--- config.mk ---
export PLATFORM = sky130hd
export DESIGN_NAME = objline_serializer
export DESIGN_NICKNAME = d
export VERILOG_FILES = /design/src/rtl/objline_serializer_pkg.sv /design/src/rtl/objline_pixsel.sv /design/src/rtl/objline_serializer.sv
export SDC_FILE = /design/constraint.sdc
export NUM_CORES = 1
export LEC_CHECK = 0
export CAP_MARGIN = 10
export CORE_UTILIZATION = 55
export DETAILED_ROUTE_END_ITERATION = 10
export PLACE_DENSITY = 0.88
export SLEW_MARGIN = 20
export SYNTH_ARGS = -nofsm -noshare
export SYNTH_HDL_FRONTEND = slang
export SYNTH_HIERARCHICAL = 1
export SYNTH_SLANG_ARGS = --single-unit
--- constraint.sdc ---
create_clock -name i_EMU_MCLK -period 2.33 [get_ports i_EMU_MCLK]
set_input_delay 0.233 -clock i_EMU_MCLK [delete_from_list [all_inputs] [get_ports i_EMU_MCLK]]
set_output_delay 0.233 -clock i_EMU_MCLK [all_outputs]
set_load 0.02 [all_outputs]
--- src/rtl/objline_serializer_pkg.sv ---
// objline_serializer_pkg
//   Shared types and widths for the object line serializer.
//   - objline_state_e : serializer FSM states
//   - line_buf_t      : one line slot (pixel data, palette, flip, last flag)
//   - PIX_W / LINE_W  : {palette,pixel} word width and packed tile line width
//   The line record is sized from the DEF_* constants below, so a build that
//   changes the pixel geometry changes these constants together with the
//   module parameters.
package objline_serializer_pkg;

    localparam int unsigned DEF_PX_BITS     = 4;
    localparam int unsigned DEF_PX_PER_LINE = 8;
    localparam int unsigned DEF_PAL_BITS    = 4;

    localparam int unsigned PIX_W  = DEF_PAL_BITS + DEF_PX_BITS;
    localparam int unsigned LINE_W = DEF_PX_BITS * DEF_PX_PER_LINE;

    typedef enum logic [1:0] {
        ST_IDLE  = 2'd0,
        ST_EMIT  = 2'd1,
        ST_STALL = 2'd2,
        ST_FLUSH = 2'd3
    } objline_state_e;

    typedef struct packed {
        logic [LINE_W-1:0]       data;
        logic [DEF_PAL_BITS-1:0] pal;
        logic                    hflip;
        logic                    last;
    } line_buf_t;

endpackage

--- src/rtl/objline_pixsel.sv ---
// objline_pixsel
//   Combinational flip-aware pixel selector.
//   line  : packed tile line, pixel 0 in the MSBs
//   idx   : emission index (0 .. PX_PER_LINE-1)
//   hflip : select pixels in reverse order
//   pixel : selected pixel value
module objline_pixsel
    import objline_serializer_pkg::*;
#(
    parameter  int unsigned PX_BITS     = DEF_PX_BITS,
    parameter  int unsigned PX_PER_LINE = DEF_PX_PER_LINE,
    localparam int unsigned IDX_W       = $clog2(PX_PER_LINE)
) (
    input  logic [PX_BITS*PX_PER_LINE-1:0] line,
    input  logic [IDX_W-1:0]               idx,
    input  logic                           hflip,
    output logic [PX_BITS-1:0]             pixel
);

    logic [IDX_W-1:0] sel;

    always_comb begin
        // PX_PER_LINE is a power of two, so PX_PER_LINE-1-idx is ~idx
        sel   = hflip ? ~idx : idx;
        pixel = '0;
        for (int unsigned i = 0; i < PX_PER_LINE; i++) begin
            if (sel == IDX_W'(i)) begin
                pixel = line[(PX_PER_LINE-1-i)*PX_BITS +: PX_BITS];
            end
        end
    end

endmodule

--- src/rtl/objline_serializer.sv ---
// objline_serializer
//   Serializes object tile lines into even/odd X bank write pairs.
//   Ports:
//     i_EMU_MCLK         : clock (rising edge)
//     i_EMU_RST_n        : asynchronous active-low reset
//     i_EMU_CLK6MPCEN_n  : active-low clock enable
//     i_GFXDATA          : offered tile line, pixel 0 in MSBs
//     i_OC               : palette code of the offered line
//     i_HFLIP            : emit the offered line reversed
//     i_LAST             : offered line ends the object strip
//     i_XPOS_D0          : X parity of the first pixel (sampled from IDLE)
//     i_GFXVALID         : offered line valid
//     o_GFXREADY         : line slot free
//     o_AD / o_BD        : {palette,pixel} for the even / odd bank
//     o_AWE_n / o_BWE_n  : active-low bank write enables (1 for transparent)
//     o_WR_n             : active-low pair write strobe
//     o_BUSY             : serializer not idle
module objline_serializer
    import objline_serializer_pkg::*;
#(
    parameter  int unsigned PX_BITS     = DEF_PX_BITS,
    parameter  int unsigned PX_PER_LINE = DEF_PX_PER_LINE,
    parameter  int unsigned PAL_BITS    = DEF_PAL_BITS,
    localparam int unsigned IDX_W       = $clog2(PX_PER_LINE)
) (
    input  logic                           i_EMU_MCLK,
    input  logic                           i_EMU_RST_n,
    input  logic                           i_EMU_CLK6MPCEN_n,
    input  logic [PX_BITS*PX_PER_LINE-1:0] i_GFXDATA,
    input  logic [PAL_BITS-1:0]            i_OC,
    input  logic                           i_HFLIP,
    input  logic                           i_LAST,
    input  logic                           i_XPOS_D0,
    input  logic                           i_GFXVALID,
    output logic                           o_GFXREADY,
    output logic [PAL_BITS+PX_BITS-1:0]    o_AD,
    output logic [PAL_BITS+PX_BITS-1:0]    o_BD,
    output logic                           o_AWE_n,
    output logic                           o_BWE_n,
    output logic                           o_WR_n,
    output logic                           o_BUSY
);

    objline_state_e state, state_nxt;
    line_buf_t      front, front_nxt;
    line_buf_t      back, back_nxt;
    line_buf_t      in_line;
    logic           back_full, back_full_nxt;
    logic           p, p_nxt;
    logic [IDX_W-1:0] idx, idx_nxt;
    logic [PIX_W-1:0] a_hold, a_hold_nxt;
    logic           a_pend, a_pend_nxt;

    logic [PAL_BITS+PX_BITS-1:0] ad_nxt, bd_nxt;
    logic           awe_n_nxt, bwe_n_nxt, wr_n_nxt;

    logic           en;
    logic           ready_c;
    logic           xfer;
    logic           wrap;
    logic [PX_BITS-1:0]          pix;
    logic [PAL_BITS+PX_BITS-1:0] pix_word;

    assign en       = ~i_EMU_CLK6MPCEN_n;
    assign in_line  = {i_GFXDATA, i_OC, i_HFLIP, i_LAST};
    assign wrap     = (idx == IDX_W'(PX_PER_LINE-1));
    assign pix_word = {front.pal, pix};

    objline_pixsel #(
        .PX_BITS     (PX_BITS),
        .PX_PER_LINE (PX_PER_LINE)
    ) u_pixsel (
        .line  (front.data),
        .idx   (idx),
        .hflip (front.hflip),
        .pixel (pix)
    );

    // Ready is forced low while reset is held so no line is taken mid-reset.
    assign o_GFXREADY = ready_c & i_EMU_RST_n;
    assign o_BUSY     = (state != ST_IDLE);

    always_comb begin
        state_nxt     = state;
        front_nxt     = front;
        back_nxt      = back;
        back_full_nxt = back_full;
        p_nxt         = p;
        idx_nxt       = idx;
        a_hold_nxt    = a_hold;
        a_pend_nxt    = a_pend;
        ad_nxt        = o_AD;
        bd_nxt        = o_BD;
        awe_n_nxt     = o_AWE_n;
        bwe_n_nxt     = o_BWE_n;
        wr_n_nxt      = 1'b1;
        ready_c       = 1'b0;
        xfer          = 1'b0;

        case (state)
            ST_IDLE: begin
                ready_c = 1'b1;
                xfer    = i_GFXVALID;
                if (xfer) begin
                    front_nxt = in_line;
                    p_nxt     = i_XPOS_D0;
                    idx_nxt   = '0;
                    state_nxt = ST_EMIT;
                end
            end

            ST_EMIT: begin
                ready_c = ~back_full;
                xfer    = i_GFXVALID & ~back_full;

                if (!p) begin
                    a_hold_nxt = pix_word;
                    a_pend_nxt = 1'b1;
                end else begin
                    ad_nxt     = a_pend ? a_hold : '0;
                    awe_n_nxt  = ~a_pend | (a_hold[PX_BITS-1:0] == '0);
                    bd_nxt     = pix_word;
                    bwe_n_nxt  = (pix == '0);
                    wr_n_nxt   = 1'b0;
                    a_pend_nxt = 1'b0;
                end
                p_nxt   = ~p;
                idx_nxt = idx + IDX_W'(1);

                if (wrap) begin
                    // Next line continues the strip without a bubble: either the
                    // queued back line, or a line arriving on this very edge
                    // (back is empty then, so it bypasses straight to front).
                    if (back_full) begin
                        front_nxt     = back;
                        back_full_nxt = 1'b0;
                    end else if (xfer) begin
                        front_nxt = in_line;
                    end else if (front.last) begin
                        state_nxt = a_pend_nxt ? ST_FLUSH : ST_IDLE;
                    end else begin
                        state_nxt = ST_STALL;
                    end
                end else if (xfer) begin
                    back_nxt      = in_line;
                    back_full_nxt = 1'b1;
                end
            end

            ST_STALL: begin
                ready_c = 1'b1;
                xfer    = i_GFXVALID;
                if (xfer) begin
                    front_nxt = in_line;
                    idx_nxt   = '0;
                    state_nxt = ST_EMIT;
                end
            end

            ST_FLUSH: begin
                ad_nxt     = a_hold;
                awe_n_nxt  = (a_hold[PX_BITS-1:0] == '0);
                bd_nxt     = '0;
                bwe_n_nxt  = 1'b1;
                wr_n_nxt   = 1'b0;
                a_pend_nxt = 1'b0;
                state_nxt  = ST_IDLE;
            end

            default: begin
                state_nxt = ST_IDLE;
            end
        endcase
    end

    always_ff @(posedge i_EMU_MCLK or negedge i_EMU_RST_n) begin
        if (!i_EMU_RST_n) begin
            state     <= ST_IDLE;
            front     <= '0;
            back      <= '0;
            back_full <= 1'b0;
            p         <= 1'b0;
            idx       <= '0;
            a_hold    <= '0;
            a_pend    <= 1'b0;
            o_AD      <= '0;
            o_BD      <= '0;
            o_AWE_n   <= 1'b1;
            o_BWE_n   <= 1'b1;
            o_WR_n    <= 1'b1;
        end else if (en) begin
            state     <= state_nxt;
            front     <= front_nxt;
            back      <= back_nxt;
            back_full <= back_full_nxt;
            p         <= p_nxt;
            idx       <= idx_nxt;
            a_hold    <= a_hold_nxt;
            a_pend    <= a_pend_nxt;
            o_AD      <= ad_nxt;
            o_BD      <= bd_nxt;
            o_AWE_n   <= awe_n_nxt;
            o_BWE_n   <= bwe_n_nxt;
            o_WR_n    <= wr_n_nxt;
        end
    end

endmodule

==> impl_results.md, run 1 <==
- Pwr dens: around 1200 nW/µm²
- Largest family of logic cells by synthesized area: multiplexers
- FMAX: roughly 450 MHz
- Final WS setup: between 0.1 and 0.15 ns
- Clock net sink count: about 110
- Complex-gate fraction of the synthesized area: about an eighth
- Critical path, cell by cell: buf_4, o211a_1, a311oi_1, a31oi_1, o31a_1, o41ai_1, mux2_2
- Fin. Hold Viols: 0
- Clock H-tree levels: 3
- Final Instance Area: around 6800 µm²
- Critical Path Max Stage Delay: ~0.50 ns
- Ys async rst share: between 90% and 100%
- Synth Area per Inst: around 13 µm²
- Req. time, crit path: between 2 and 3 ns
- Top cell type's share of synthesized area: around 47%
- Grt ovf: 0
- Syn. warnings: 6
- Worst slew margin: approximately 57%
- Biggest area consumer among synthesized cells: dfrtp_1
- Dpl hpwl: between 8 and 9 mm
- Critical path fanouts, max: 14
- Post-Synth Adder-Cell Area: less than 1%
- Unrepaired setup endpoints after global routing: false
- Outcome: completed
- WL/cell: ~18 µm
- Post-Synth XOR/XNOR Area: 0%
- Max Clock Skew: between 0.01 and 0.015 ns
- Share of cells above drive strength 1: 35.04%
- Gr usage total: between 20% and 30%
- Synthesis-stage register bit count: 111
- Die Footprint: 10960 µm²
- Final Critical Period: 2.211 ns
- Most common cell after layout, fill and taps aside: mux2_2
- Leakage: 2.960 nW
- Die width: ~100 µm
- Pin count of the biggest net entering global routing: between 50 and 60
- ANT nets after route: 0
- Syn_nets: roughly 500
- Worst EP arrival: between 2 and 3 ns
- Post-synthesis instance area: ~5800 µm²
- Clock latency on the worst-skew pair: approximately 0.38 ns
- Tot Pwr: between 8 and 9 mW
- Vias: ~4000
- Drt drc: 0
- RePlAce Congestion: ~0.85
- Synth area leaders: dfrtp_1, mux2_2, mux2_4
- First-pass GRT wire length: about 20 mm
- Dominant synthesized flop cell: dfrtp_1
- Cell count after synthesis: 460
- Max Slew Vio Count: 0
- Initial core utilization: between 50 and 60%
- Area of the core: approximately 10000 µm²
- Initial antenna violation count: 0
- VDD IR max: 0.0006793 V
- Final setup viols: 0
- Max capacitance violation total: 0
- CTS tree: built
- CP Class: register to register
- Number of I/O pins: 64
- Place WS: 0.1204 ns
- Seq/Total Area, Yosys: between 40% and 50%
- Initial DRC count: between 150 and 200
- Clock Tree Buf Depth: 2
- Mux share of post-synthesis cell area: a little over a quarter
- Clock Tree Root: clkbuf_8
- Fin crit share: a little over nine tenths
- Vias in the first global route: 4056
- DR pass1 iterations: 4
- Clk slew on worst S/H paths: ~0.11 ns
- Row count: 37
- Crit start category: register
- TNS Setup: 0 ns
- Post-synth EDFFs: 0
- Worst-Margin Slew: around 0.65 ns
- Simple-gate share of the synthesized area: between 8 and 9%
- Cell variety after synth: 56
- Vias/cell: 5.907
- Hold crit path type: input pin to async pin
- Area Overhead vs Synth: 17.58%
- ANT cells: 0
- Total Wirelength: between 10 and 15 mm
- Dpl cell area: 6611 µm²
- Most frequent cells in the layout: mux2_2, dfrtp_1, clkdlybuf4s50_1, mux2_4, nand2_1
- Die Span Y: ~100 µm
- Total CTS buffers: 9
- Port Buffers: between 60 and 70
- R2R depth: 7
- Crit-path slowest cell: dfrtp_2
- Nets: about 570
- Endpoint class of the critical path: register
==> critical path: cells and delay by family (launching register included) <==
family	cells	cell delay, ns
flops	1	0.50
buf+inv	1	0.21
mux	1	0.21
compound gates	5	1.24
==> logic make-up after synthesis <==
kind of cell               after synthesis
muxes                                  135
DFF                                    111
buffers and inverters                   37
adders and majority gates                2
and+or+nand+nor                         80
AOI/OAI and AO/OA                       95
==> layer usage <==
metal  GRT usage [%]  vias up  wire length (µm)
met5               0        -                 0
met1           31.55     1977              5433
met2           36.52       92              5815
li1                -     1837                 -
met4           9.557        0               240
met3           3.618       16               438
==> synthesized netlist by cell type, types with 3 or more instances <==
| cell | number |
|---|---|
| a21o_1 | 6 |
| a21oi_1 | 13 |
| a221oi_1 | 6 |
| a22o_1 | 12 |
| a311oi_1 | 4 |
| a31oi_1 | 3 |
| a32oi_1 | 3 |
| buf_2 | 14 |
| buf_4 | 7 |
| buf_6 | 5 |
| clkbuf_1 | 5 |
| dfrtp_1 | 108 |
| dfstp_2 | 3 |
| inv_1 | 3 |
| mux2_1 | 3 |
| mux2_2 | 110 |
| mux2_4 | 20 |
| nand2_1 | 19 |
| nand2b_1 | 11 |
| nand3_1 | 8 |
| nor2_1 | 8 |
| nor2b_1 | 5 |
| nor3b_1 | 5 |
| nor3b_2 | 4 |
| o211a_1 | 4 |
| o21ai_0 | 18 |
| o22a_1 | 5 |
| o22ai_1 | 7 |
| o31a_1 | 3 |
| or2_1 | 4 |
==> metrics by stage <==
step | cells | util (%) | hold WS [ns]
after floorplan | 460 | - | -0.06259
after global placement | 647 | 64.33 | 0.05543
after detailed placement | 647 | 64.33 | 0.05898
after CTS | 664 | 66.33 | 0.1762
after global routing | 664 | 66.37 | 0.1856
final | 664 | 66.37 | 0.1888
==> state kept, by name, indices dropped and copies added, names as in the netlist <==
signal and flops:
idx 3, front 38, o_AD 8, back 38
a_hold 8, p 1, o_WR_n 1, o_AWE_n 1
o_BWE_n 1, a_pend 1, back_full 1, o_BD 8
state 2
==> report_power, final <==
part / internal [mW] / total, mW / leakage, nW / switching (mW)
clock: 0.510 / 1.17 / 0.0949 / 0.664
combinational: 2.17 / 3.84 / 1.49 / 1.68
sequential: 2.80 / 3.43 / 1.37 / 0.630
==> worst paths after layout <==
path | startpoint | slack, ns | end
setup / recovery | idx[0] | 0.12 | o_BWE_n
hold / removal | i_EMU_RST_n | 0.19 | o_AD[4]
setup reg to reg | idx[0] | 0.12 | o_BWE_n
hold reg to reg | o_WR_n | 0.50 | o_WR_n
max in group asynchronous | i_EMU_RST_n | 1.25 | idx[0]
min in group i_EMU_MCLK | i_GFXDATA[27] | 0.48 | back[33]
==> area by class of cell <==
cell class                      instances  area, µm²
Fill cell                             790       3456
Multi-Input combinational cell        312       2809
Sequential cell                       111       2783
Timing Repair Buffer                   85      849.6
Tap cell                              136      170.2
Clock buffer                           11      131.4
Clock inverter                          5      63.81
Inverter                                4      15.01
==> repair_timing <==
| item | in CTS | in global routing |
|---|---|---|
| hold endpoints to repair | 6 | 0 |
| setup buffers | 0 | 0 |
| endpoints found under the setup margin | 0 | 17 |
| hold buffers | 1 | 0 |
| resized for setup | 0 | 2 |
Note: power is estimated with default switching activity, not from simulation.
==> inputs of run 2 (changes only) <==
--- a/config.mk
+++ b/config.mk
@@ -7,6 +7,7 @@
 export LEC_CHECK = 0
 export CAP_MARGIN = 10
 export CORE_UTILIZATION = 55
+export CTS_CLUSTER_SIZE = 30
 export DETAILED_ROUTE_END_ITERATION = 10
 export PLACE_DENSITY = 0.88
 export SLEW_MARGIN = 20
==> results of run 2 <==
Final layout, timing and power as in run 1 (identical DEF).
==> inputs of run 3 (changes only) <==
--- a/config.mk
+++ b/config.mk
@@ -9,6 +9,7 @@
 export CORE_UTILIZATION = 55
 export CTS_CLUSTER_SIZE = 30
 export DETAILED_ROUTE_END_ITERATION = 10
+export GPL_TIMING_DRIVEN = 0
 export PLACE_DENSITY = 0.88
 export SLEW_MARGIN = 20
 export SYNTH_ARGS = -nofsm -noshare
==> run 3 against run 2 <==
Against the previous run:
- flip-flop and latch count did not move
- register-to-register slack worse by 0.03 ns
- largest cell class unchanged
- critical endpoint unchanged
- hold slack gained 0.20 ns
- highest routed layer unchanged
- clock power fell by 5%
- count of clock-buffer cells in the layout fell by 2
- maximum frequency shrank 1.5%
- critical path type unchanged
- cell count is 2.4% higher
- total power rose by 0.48%
- sequential power hardly changed
- final area rose by 1.4%
==> impl_results.md, run 3 (synthesis gave the netlist of run 1 again) <==
- Outcome: completed
- Area of the core: about 10000 µm²
- Gr usage total: between 20% and 30%
- Pwr dens: approximately 1200 nW/µm²
- WP buf/inv: 1
- Worst slew margin: 49.57%
- Hold_ws: 0.3903 ns
- Final WS setup: ~0.085 ns
- Pin count of the biggest net entering global routing: 62
- First-pass GRT wire length: between 20 and 25 mm
- Clock net sink count: between 100 and 150
- Final setup viols: 0
- Critical path, cell by cell: buf_4, and3_4, a221oi_1, a221oi_1, o31a_1, o41ai_2, mux2_2
- Crit start category: register
- GR Layer Usage met3: 3.431%
- Gr busiest metal: met2
- Clk slew on worst S/H paths: between 0.1 and 0.15 ns
- Number of I/O pins: 64
- ANT cells: 0
- Initial core utilization: 56.45%
- WL/cell: ~18 µm
- Row count: 37
- Drt drc: 0
- FMAX: ~450 MHz
- Die Footprint: between 10000 and 15000 µm²
- Req. time, crit path: roughly 2.7 ns
- Vias in the first global route: roughly 4100
- Max Slew Vio Count: 0
- Crit-path slowest cell: dfrtp_2
- Nets: 584
- Max Clock Skew: between 0.015 and 0.02 ns
- Total CTS buffers: 9
- Clock H-tree levels: 3
- Final Critical Period: 2.245 ns
- Hold crit path type: input pin to async pin
- Vias: about 4000
- ANT nets after route: 0
- Vias/cell: between 6 and 7
- DR pass1 iterations: 5
- Fin crit share: 96.34%
- Most common cell after layout, fill and taps aside: mux2_2
- Tot Pwr: about 8.5 mW
- CTS tree: built
- GR Util met2: about two fifths
- Initial DRC count: about 300
- Port Buffers: between 60 and 70
- Endpoint class of the critical path: register
- Worst-Margin Slew: between 0.7 and 0.8 ns
- Grt ovf: 0
- Share of cells above drive strength 1: 37.50%
- CP Class: register to register
- VDD IR max: approximately 0.00052 V
- Crit path max-delay family: compound AO/OA/AOI/OAI gates
- Worst EP arrival: approximately 2.6 ns
- Met1 Track Usage GR: about a third
- Leakage: 3.034 nW
- Die Span Y: ~100 µm
- Critical Path Max Stage Delay: roughly 0.47 ns
- Initial antenna violation count: 0
- Dpl hpwl: between 9 and 10 mm
- Die width: roughly 100 µm
- Most frequent cells in the layout: mux2_2, dfrtp_1, clkdlybuf4s50_1, mux2_4
- Clock Tree Root: clkbuf_8
- Most used cell, CP: a221oi_1
- Area Overhead vs Synth: 19.19%
- Final Core Density: between 60% and 70%
- RePlAce Congestion: 0.8545
- Max capacitance violation total: 0
- Clock Tree Buf Depth: 2
- Total Wirelength: roughly 12 mm
- Biggest regs: back: 38 flops, front: 38 flops
- Fin. Hold Viols: 0
- Clock latency on the worst-skew pair: roughly 0.39 ns
- Place WS: -0.01501 ns
- Critical path fanouts, max: 10
[run 3: timing repair]
item / in CTS / in global routing
resized for setup: 7 / 7
setup endpoints to repair: 4 / 17
hold buffers: 2 / 0
buffers inserted: 0 / 2
hold endpoints to repair: 51 / 0
pin swaps: 0 / 4
[run 3: path summary, 6_finish.rpt]
check / from / to / slack, ns / cells after the start
setup / recovery: idx[2] / o_BWE_n / 0.09 / 7
hold / removal: i_EMU_RST_n / o_AD[5] / 0.39 / 3
setup reg to reg: idx[2] / o_BWE_n / 0.09 / 7
hold reg to reg: o_WR_n / o_WR_n / 0.49 / 2
max in group asynchronous: i_EMU_RST_n / o_AWE_n / 1.63 / 3
min in group i_EMU_MCLK: i_GFXDATA[1] / back[7] / 0.48 / 2
[run 3: area by class of cell]
| type | instances | area (µm²) |
|---|---|---|
| Timing Repair Buffer | 68 | 710.7 |
| Buffer | 33 | 222.7 |
| Clock inverter | 7 | 66.31 |
| Clock buffer | 9 | 123.9 |
| Sequential cell | 111 | 2784 |
| Multi-Input combinational cell | 312 | 2823 |
| Fill cell | 789 | 3362 |
| Tap cell | 136 | 170.2 |
| Inverter | 4 | 15.01 |
[run 3: metrics by stage]
step	TNS [ns]	instances	cell area, µm²
final	0	680	6915
after global routing	-0.02006	680	6915
after CTS	0	678	6869
after detailed placement	-0.01501	660	6631
after global placement	-330.16	659	6603
after floorplan	0	460	5802
[run 3: worst min-delay path: cells and delay by family]
family   cells  cell delay, ns
buf+inv      3            0.92
[run 3: layer usage]
metal,vias to the layer above,routed length (µm)
met5,-,0
met4,0,196
met3,18,498
met2,128,6137
met1,2086,5563
li1,1869,-
[run 3: power breakdown]
group	internal (mW)	leakage, nW	total [mW]	switching (mW)
Clock	0.411	0.0945	1.11	0.699
Combinational	2.21	1.57	3.97	1.76
Sequential	2.80	1.37	3.40	0.607
